<file path="src/rtl/kvt_scfifo_pkg.sv">
// Shared types and helpers for the scfifo read-drain block.
package kvt_scfifo_pkg;

  typedef enum logic [1:0] {StIdle, StRun, StFlush} state_e;

  localparam int unsigned RD_LAT_MAX = 2;
  localparam int unsigned DW_DEF     = 8;

  // Ceiling log2, never below 1 so a counter or pointer always has at least one bit.
  function automatic int unsigned clog2_sat(input int unsigned n);
    int unsigned r;
    r = 1;
    while ((32'd1 << r) < n) r = r + 1;
    return r;
  endfunction

endpackage

</file>
<file path="src/rtl/kvt_skid_buf.sv">
// Small register FIFO that absorbs words returning from the scfifo while the consumer stalls.
module kvt_skid_buf
  import kvt_scfifo_pkg::*;
#(
  parameter int unsigned DW    = DW_DEF,
  parameter int unsigned DEPTH = 2,
  localparam int unsigned OccW = clog2_sat(DEPTH + 1)
) (
  input  logic            clk_i,
  input  logic            rst_ni,
  input  logic            wr_i,
  input  logic [DW-1:0]   wr_data_i,
  input  logic            rd_i,
  input  logic            clr_i,
  output logic [OccW-1:0] occ_o,
  output logic [DW-1:0]   head_o
);

  localparam int unsigned PtrW = clog2_sat(DEPTH);

  logic [DW-1:0]   mem_q [DEPTH];
  logic [DW-1:0]   mem_d [DEPTH];
  logic [PtrW-1:0] wr_ptr_q, wr_ptr_d;
  logic [PtrW-1:0] rd_ptr_q, rd_ptr_d;
  logic [OccW-1:0] occ_q, occ_d;
  logic            do_rd;

  // Depth need not be a power of two, so wrap explicitly.
  function automatic logic [PtrW-1:0] ptr_inc(input logic [PtrW-1:0] p);
    return (p == PtrW'(DEPTH - 1)) ? '0 : p + 1'b1;
  endfunction

  assign do_rd  = rd_i && (occ_q != '0);
  assign occ_o  = occ_q;
  assign head_o = mem_q[rd_ptr_q];

  // Next-state: clear wins over write/read; write and read may coincide at any occupancy.
  always_comb begin
    mem_d    = mem_q;
    wr_ptr_d = wr_ptr_q;
    rd_ptr_d = rd_ptr_q;
    occ_d    = occ_q;
    if (clr_i) begin
      wr_ptr_d = '0;
      rd_ptr_d = '0;
      occ_d    = '0;
    end else begin
      if (wr_i) begin
        mem_d[wr_ptr_q] = wr_data_i;
        wr_ptr_d        = ptr_inc(wr_ptr_q);
      end
      if (do_rd) rd_ptr_d = ptr_inc(rd_ptr_q);
      occ_d = occ_q + OccW'(wr_i) - OccW'(do_rd);
    end
  end

  // Storage, pointers and occupancy registers.
  always_ff @(posedge clk_i or negedge rst_ni) begin
    if (!rst_ni) begin
      mem_q    <= '{default: '0};
      wr_ptr_q <= '0;
      rd_ptr_q <= '0;
      occ_q    <= '0;
    end else begin
      mem_q    <= mem_d;
      wr_ptr_q <= wr_ptr_d;
      rd_ptr_q <= rd_ptr_d;
      occ_q    <= occ_d;
    end
  end

`ifndef SYNTHESIS
  a_no_overflow: assert property (@(posedge clk_i) disable iff (!rst_ni)
    !(wr_i && !clr_i && !rd_i && (occ_q == OccW'(DEPTH))));
  a_no_underflow: assert property (@(posedge clk_i) disable iff (!rst_ni)
    !(rd_i && !clr_i && (occ_q == '0)));
`endif

endmodule

</file>
<file path="src/rtl/kvt_scfifo_rd_drain.sv">
// Read-side master for an scfifo: issues reads, captures returning data, re-streams it.
module kvt_scfifo_rd_drain
  import kvt_scfifo_pkg::*;
#(
  parameter int unsigned DW     = DW_DEF,
  parameter int unsigned RD_LAT = 1  // 1..RD_LAT_MAX
) (
  input  logic          clk,
  input  logic          rst,
  output logic          rd_en_o,
  input  logic [DW-1:0] rd_data_i,
  input  logic          empty_i,
  output logic          m_valid_o,
  output logic [DW-1:0] m_data_o,
  input  logic          m_ready_i,
  input  logic          flush_i,
  output logic [1:0]    level_o,
  output logic          busy_o
);

  localparam int unsigned SKID = RD_LAT + 1;
  localparam int unsigned CntW = clog2_sat(SKID + 1);

  state_e            state_q, state_d;
  logic [CntW-1:0]   inflight_q, inflight_d;
  logic [RD_LAT-1:0] flag_q, flag_d;
  logic [CntW-1:0]   occ;
  logic [CntW-1:0]   level;
  logic [CntW:0]     committed;
  logic              pop, cap, wr;

  assign pop       = m_valid_o && m_ready_i;
  assign cap       = flag_q[RD_LAT-1];
  // Slots already claimed once this cycle's pop retires; a capture moves a word
  // from inflight to occ and leaves the sum unchanged.
  assign committed = {1'b0, inflight_q} + {1'b0, occ} - {{CntW{1'b0}}, pop};
  // No issue in the flush cycle: that word would be dropped on return anyway.
  assign rd_en_o   = (state_q == StRun) && !flush_i && !empty_i &&
                     (committed < (CntW + 1)'(SKID));
  assign wr        = cap && (state_q != StFlush) && !flush_i;
  assign m_valid_o = (occ != '0);
  assign level     = inflight_q + occ;
  assign level_o   = 2'(level);
  assign busy_o    = (state_q != StIdle);

  // FSM, inflight counter and read-latency delay line next-state.
  always_comb begin
    state_d = state_q;
    unique case (state_q)
      StIdle:  state_d = StRun;
      StRun:   if (flush_i) state_d = StFlush;
      StFlush: if ((inflight_q == '0) && !flush_i) state_d = StRun;
      default: state_d = StIdle;
    endcase
    inflight_d = inflight_q + CntW'(rd_en_o) - CntW'(cap);
    flag_d     = '0;
    flag_d[0]  = rd_en_o;
    for (int i = 1; i < RD_LAT; i++) flag_d[i] = flag_q[i-1];
  end

  // Control state registers.
  always_ff @(posedge clk or negedge rst) begin
    if (!rst) begin
      state_q    <= StIdle;
      inflight_q <= '0;
      flag_q     <= '0;
    end else begin
      state_q    <= state_d;
      inflight_q <= inflight_d;
      flag_q     <= flag_d;
    end
  end

  kvt_skid_buf #(
    .DW    (DW),
    .DEPTH (SKID)
  ) u_skid (
    .clk_i     (clk),
    .rst_ni    (rst),
    .wr_i      (wr),
    .wr_data_i (rd_data_i),
    .rd_i      (pop),
    .clr_i     (flush_i),
    .occ_o     (occ),
    .head_o    (m_data_o)
  );

`ifndef SYNTHESIS
  a_inflight_range: assert property (@(posedge clk) disable iff (!rst)
    inflight_q <= CntW'(RD_LAT));
  a_occ_range: assert property (@(posedge clk) disable iff (!rst)
    occ <= CntW'(SKID));
  a_level_range: assert property (@(posedge clk) disable iff (!rst)
    level <= CntW'(SKID));
  a_inflight_underflow: assert property (@(posedge clk) disable iff (!rst)
    !(cap && (inflight_q == '0)));
  a_inflight_overflow: assert property (@(posedge clk) disable iff (!rst)
    !(rd_en_o && !cap && (inflight_q == CntW'(RD_LAT))));
`endif

endmodule

</file>
<file path="config.mk">
export PLATFORM = sky130hd
export DESIGN_NAME = kvt_scfifo_rd_drain
export DESIGN_NICKNAME = d
export VERILOG_FILES = /design/src/rtl/kvt_scfifo_pkg.sv /design/src/rtl/kvt_skid_buf.sv /design/src/rtl/kvt_scfifo_rd_drain.sv
export SDC_FILE = /design/constraint.sdc
export NUM_CORES = 1
export LEC_CHECK = 0
export CORE_MARGIN = 10
export CORE_UTILIZATION = 61
export DETAILED_ROUTE_END_ITERATION = 10
export DONT_BUFFER_PORTS = 1
export PLACE_DENSITY_LB_ADDON = 0.3
export SETUP_SLACK_MARGIN = 0.1
export SLEW_MARGIN = 20
export SYNTH_ARGS = -nofsm -noshare
export SYNTH_HDL_FRONTEND = slang
export SYNTH_SLANG_ARGS = --single-unit
</file>
<file path="constraint.sdc">
create_clock -name clk -period 3.17 [get_ports clk]
set_input_delay 0.317 -clock clk [delete_from_list [all_inputs] [get_ports clk]]
set_output_delay 0.317 -clock clk [all_outputs]
set_load 0.05 [all_outputs]
</file>
==> results of run 1 <==
-- cell type report --
class | instances | area [µm²]
flip-flops and latches | 25 | 626
multi-input cells | 61 | 624
fillers | 129 | 599
repair buffers | 4 | 45.0
well taps | 27 | 33.8
inverters | 7 | 26.3
clock buffers | 3 | 22.5
clock inverters | 1 | 5.00
-- final timing paths --
kind / start / endpoint / depth (start not counted)
worst min register to register: u_skid.mem_q[12]$_DFFE_PN0P_ / u_skid.mem_q[12]$_DFFE_PN0P_ / 1
worst max register to register: u_skid.occ_o[0]$_DFF_PN0_ / inflight_q[1]$_DFF_PN0_ / 9
max in group asynchronous: rst / u_skid.occ_o[1]$_DFF_PN0_ / 2
worst max-delay path: u_skid.occ_o[0]$_DFF_PN0_ / rd_en_o / 7
worst min-delay path: flush_i / u_skid.occ_o[0]$_DFF_PN0_ / 1
min in group asynchronous: rst / u_skid.mem_q[2]$_DFFE_PN0P_ / 2
-- report_power, final --
part	internal [mW]	switching [mW]	total, mW
Combinational	0.277	0.560	0.836
Clock	0.0471	0.0923	0.139
Sequential	0.424	0.0912	0.515
Total	0.748	0.743	1.49
-- cells in the final DEF (no fill, tap or decap) --
master / Yosys / layout
or4b_4: 1 / 1
nor2b_4: 1 / 1
nor2_1: 3 / 3
clkinv_2: 0 / 1
and4_1: 1 / 1
xnor2_1: 4 / 4
o31a_1: 1 / 1
nand2b_1: 1 / 1
xor2_1: 3 / 3
or2_2: 1 / 1
buf_12: 0 / 1
o21a_1: 1 / 1
mux2_2: 16 / 16
o21ai_0: 4 / 4
nor4_4: 1 / 1
dlygate4sd3_1: 0 / 1
or3_1: 2 / 2
clkbuf_4: 0 / 3
nor2b_1: 2 / 2
mux2_4: 8 / 8
dfrtp_1: 25 / 25
ha_1: 7 / 7
buf_4: 0 / 2
inv_1: 7 / 7
nand2_1: 2 / 2
fa_1: 1 / 1
a21oi_1: 1 / 1
-- metal layers --
layer | track usage, % | up-vias
met5 | 0 | -
met4 | 3.93 | 0
met3 | 5.42 | 2
met2 | 18.4 | 17
met1 | 12.6 | 351
li1 | - | 334
-- critical path, stage by stage (launching register included) --
cell and delay [ps]:
dfrtp_1 440, o21a_1 220, ha_1 290, nand2b_1 170
fa_1 380, xor2_1 140, and4_1 220, buf_4 210
-- metrics by stage --
stage / util, % / setup slack (ps) / instances / instance area, µm² / power, mW
after floorplan: - / 548 / 96 / 1300 / 1.24
after global placement: 66.9 / 854 / 122 / 1330 / 1.33
after detailed placement: 66.9 / 755 / 122 / 1330 / 1.36
after CTS: 69.8 / 446 / 128 / 1380 / 1.52
after global routing: 69.8 / 374 / 128 / 1380 / 1.59
final: 69.8 / 473 / 128 / 1380 / 1.49
-- registers in the layout (all words and copies together) (netlist names) --
signal and count:
u_skid.mem_q 16, inflight_q 2, state_q 2, u_skid.occ_o 2, cap 1, u_skid.rd_ptr_q 1
u_skid.wr_ptr_q 1
-- cells by family (layout without fill, tap and decap cells) --
family                   after synthesis  count (layout)
adder cells (fa/ha/maj)                8               8
XOR/XNOR                               7               7
multiplexers                          24              24
buffers and inverters                 10              15
flip-flops                            25              25
AND/OR/NAND/NOR                       15              15
AO/OA/AOI/OAI                          7               7
==> metrics, run 1 <==
TritonCTS clock tree=done; Peak Freq=371 MHz; Worst Tran Pin Value=615 ps; RSZ-0062 raised after global routing=no; mux contribution to synthesized area=23.2%; Final nets=123; Crit Path Class=reg2out; register area share after synthesis=48.3%; # rows=16; Net Count, Synth=117; relative slew slack=58.7%; share of layout cells above drive strength 1=34.7%; Synth-to-Final Area Change=6.66%; WL/cell=17.8 µm; count leader, synth=dfrtp_1; Critical Path Sink Type=output port; wire length on met1=933 µm; Data required, critical path=2850 ps; Final min period=2700 ps; largest cells by area after synthesis=dfrtp_1 (48%), mux2_2 (14%), mux2_4 (9.3%); Initial Util=65.4%; first-pass GRT wire length=3.90 mm; vias in the first global route=814; P_leak=0.679 nW; worst-skew pair later-pin latency=310 ps; Die Ht=66.1 µm; post-synth top area cell=dfrtp_1; maximum fanout along the worst path=4; worst vdd ir=0.949 mV; post-synth top area share=48.3%; synthesis warning total=0; Main synth FF type=dfrtp_1; Setup Viol. Count Final=0; flop-to-flop setup slack=740 ps; post_cts resized=0; Max clock buf depth=2; initial antenna violation count=0; Die ar.=4370 µm²; met2 WL post-DR=1.10 mm; via count=704; total negative slack=0 ps; Routed WL=2.28 mm; clk root buf=clkbuf_4; Slew Viols, Final=0; width of the die=66.1 µm; ys async rst share=100%; clock skew=4.39 ps; total congestion overflow=0; CTS Hold Bufs=2; Core Area=1980 µm²; antenna cell count=0; met3 WL=236 µm; GRT Util Overall=11.3%; Clock Sinks=25; post-synthesis simple-gate area fraction=8.78%; XOR/XNOR Fraction of Synth Area=4.73%; Syn Std Cell Area=1300 µm²; PwrDens=1080 nW/µm²; adder-cell share of the synthesized area=8.30%; Tcrit/Tclk final=85.1%; I/O Buffers=0; CP Launch Type=flip-flop; Min Hold Slack=48.8 ps; H-tree levels=1; drt pass-1 iters=4; top sig layer=met4; Reg clk slew, reported paths=130 ps; # Post-CTS Setup Buffers=0; dpl hpwl=1.74 mm; outcome=finished, final reports clean; drt drc=0; Netlist cell types=25; Post-synth top cells=dfrtp_1 (25), mux2_2 (16), mux2_4 (8); cell count after synthesis=96; Final ANT Viol Nets=0; largest net degree at the start of global routing=26; Initial DRC Count=24; Post-synth EDFFs=0; hold crit path type=in2reg; Max-cap violations=0; Syn Area/Cell=13.5 µm²; largest family of logic cells by synthesized area=multiplexers; Synth Register Bits=25; Avg Vias per Cell=5.50; area fraction in compound gates after synthesis=3.19%; Final Hold Viols=0; Routability Congestion=0.735; CTS buffer count=3; WP data arrival=2380 ps; # IOs=26
Note: power is estimated with default switching activity, not from simulation.
==> run 2: changes to the inputs <==
Settings changed: CORE_ASPECT_RATIO set to 1.4, CTS_CLUSTER_DIAMETER set to 40, GPL_ROUTABILITY_DRIVEN set to 1.
==> metrics, run 2 (synthesized netlist as in run 1, its figures left out) <==
outcome=finished, final reports clean; max reg flops=16 (unchanged); Slowest-stage cell, CP=dfrtp_1; WP data arrival=2380 ps (about the same); Worst R2R Path Depth=9 (unchanged); RR Startpoint=u_skid.occ_o[0]$_DFF_PN0_; first-pass GRT wire length=3.84 mm (-1.4%); Avg Vias per Cell=5.89 (+7.0%); clk root buf=clkbuf_4; internal power=0.748 mW (+0.11%); Routability Congestion=0.672 (-8.6%); width of the die=59.0 µm (-11%); vias in the first global route=789 (-3.1%); Most flops, register=u_skid.mem_q; Logic pwr share=56.3% (+0.2 points); H-tree levels=1 (unchanged); busiest layer in global routing=met2; I/O Buffers=0 (unchanged); drt pass-1 iters=4 (unchanged); total negative slack=0 ps (unchanged); share of layout cells above drive strength 1=34.7% (unchanged); Hold Path Origin=flush_i; Core Area=2000 µm² (+0.76%); # rows=19 (+3); CTS buffer count=3 (unchanged); P_leak=0.679 nW (unchanged); Initial Util=64.9% (-0.49 points); total power draw=1.49 mW (-0.23%); worst vdd ir=0.964 mV (+1.5%); clock power share=9.1% (-0.3 points); Die Ht=74.5 µm (+13%); CP peak stage delay=440 ps (about the same); Reg clk slew, reported paths=120 ps (about the same); via count=718 (+2.0%); Synth-to-Final Area Change=6.08%; sequential power share=34.6% (about the same); Final ANT Viol Nets=0 (unchanged); maximum fanout along the worst path=4 (unchanged); sw frac=49.7% (-0.17 points); Critical Path Sink Type=output port; relative slew slack=62.7% (+4.0 points); CP Launch Type=flip-flop; Die ar.=4400 µm² (+0.61%); dpl hpwl=1.73 mm (-0.51%); Crit Path Class=reg2out; Peak Freq=371 MHz (about the same); TritonCTS clock tree=done; commonest non-fill, non-tap cell in the layout=dfrtp_1; worst path cell trace=o21a_1, ha_1, nand2b_1, fa_1, xor2_1, and4_1, buf_4; Final nets=123 (unchanged); Routed WL=2.21 mm (-3.0%); met2 Usage GRT=17.3% (-1.1 points); largest net degree at the start of global routing=26 (unchanged); Initial DRC Count=7 (-71%); WL/cell=18.1 µm (+1.7%); Slew Viols, Final=0 (unchanged); Tcrit/Tclk final=85.1% (about the same); Worst Tran Pin Value=555 ps (-59.8 ps); DP Area=1320 µm² (-0.57%); hold crit path type=in2reg; Max clock buf depth=2 (unchanged); antenna cell count=0 (unchanged); post_cts resized=0 (unchanged); Final min period=2700 ps (+1.85 ps); hold path depth=1 (unchanged); RSZ-0062 raised after global routing=no; clock skew=7.35 ps (+2.96 ps); Clock Sinks=25 (unchanged); Data required, critical path=2850 ps (about the same); Hold Path Sink=u_skid.wr_ptr_q$_DFFE_PN0P_; Final Hold Viols=0 (unchanged); total congestion overflow=0 (unchanged); post-route cell area=1380 µm² (-0.54%); # IOs=26 (unchanged); worst-skew pair later-pin latency=310 ps (about the same); NetSw=0.739 mW (-0.58%); initial antenna violation count=0 (unchanged); grt met3 use=4.94% (-0.48 points); GRT Util Overall=11.1% (-0.27 points); drt drc=0 (unchanged); flop-to-flop setup slack=770 ps (+30 ps); GRT met1 Usage=12.6% (-0.035 points); PwrDens=1080 nW/µm² (+0.31%); Max-cap violations=0 (unchanged); Setup Viol. Count Final=0 (unchanged); most frequent cells in the layout=dfrtp_1 (25), mux2_2 (16), mux2_4 (8); worst r2r dst=inflight_q[1]$_DFF_PN0_
==> run 2: layout make-up <==
cell class / instances / area (µm²)
Timing Repair Buffer: 4 / 45.0
Tap cell: 21 / 26.3
Inverter: 7 / 26.3
Clock buffer: 3 / 22.5
Sequential cell: 25 / 626
Multi-Input combinational cell: 61 / 624
Fill cell: 148 / 622
Clock inverter: 1 / 5.00
==> run 2: worst max-delay path by stage <==
stage | start | slack [ps] | cells after the start | endpoint
finish | u_skid.occ_o[0]$_DFF_PN0_ | 470 | 7 | rd_en_o
global route | u_skid.occ_o[0]$_DFF_PN0_ | 350 | 7 | rd_en_o
CTS | u_skid.occ_o[0]$_DFF_PN0_ | 440 | 7 | rd_en_o
detailed placement | u_skid.occ_o[0]$_DFF_PN0_ | 770 | 9 | inflight_q[1]$_DFF_PN0_
global placement | u_skid.occ_o[0]$_DFF_PN0_ | 850 | 9 | inflight_q[1]$_DFF_PN0_
floorplan | u_skid.occ_o[1]$_DFF_PN0_ | 550 | 9 | inflight_q[1]$_DFF_PN0_
==> run 2: power groups by stage <==
stage	registers (mW)	logic (mW)	clock network [mW]
final	0.515	0.837	0.135
after global routing	0.536	0.905	0.154
after CTS	0.518	0.853	0.139
after detailed placement	0.525	0.837	0
after global placement	0.516	0.823	0
after floorplan	0.486	0.756	0
==> run 2: what timing repair did <==
item / CTS / global route
hold endpoints to repair: 25 / 0
setup buffers: 0 / 0
hold buffers: 2 / 0
==> run 2: through the flow <==
stage / hold WS [ps] / setup slack, ps / instances / util [%]
final: 55.6 / 471 / 122 / 68.9
after floorplan: 21.4 / 548 / 96 / -
after global placement: 22.1 / 853 / 116 / 66.0
after global routing: 23.8 / 346 / 122 / 68.9
after detailed placement: 22.2 / 771 / 116 / 66.0
after CTS: 43.6 / 439 / 122 / 68.9
==> run 2: worst max-delay path, delay by kind of cell (launching register included) <==
family / cells / cell delay, ps
XOR/XNOR: 1 / 150
adder cells (fa/ha/maj): 2 / 650
flip-flops: 1 / 440
AO/OA/AOI/OAI: 1 / 230
AND/OR/NAND/NOR: 2 / 390
buffers and inverters: 1 / 220
==> run 2: per-layer routing <==
| layer | up-vias | routed length [µm] |
|---|---|---|
| met4 | 0 | 14 |
| met1 | 357 | 899 |
| met3 | 2 | 223 |
| li1 | 338 | - |
| met2 | 21 | 1070 |
| met5 | - | 0 |
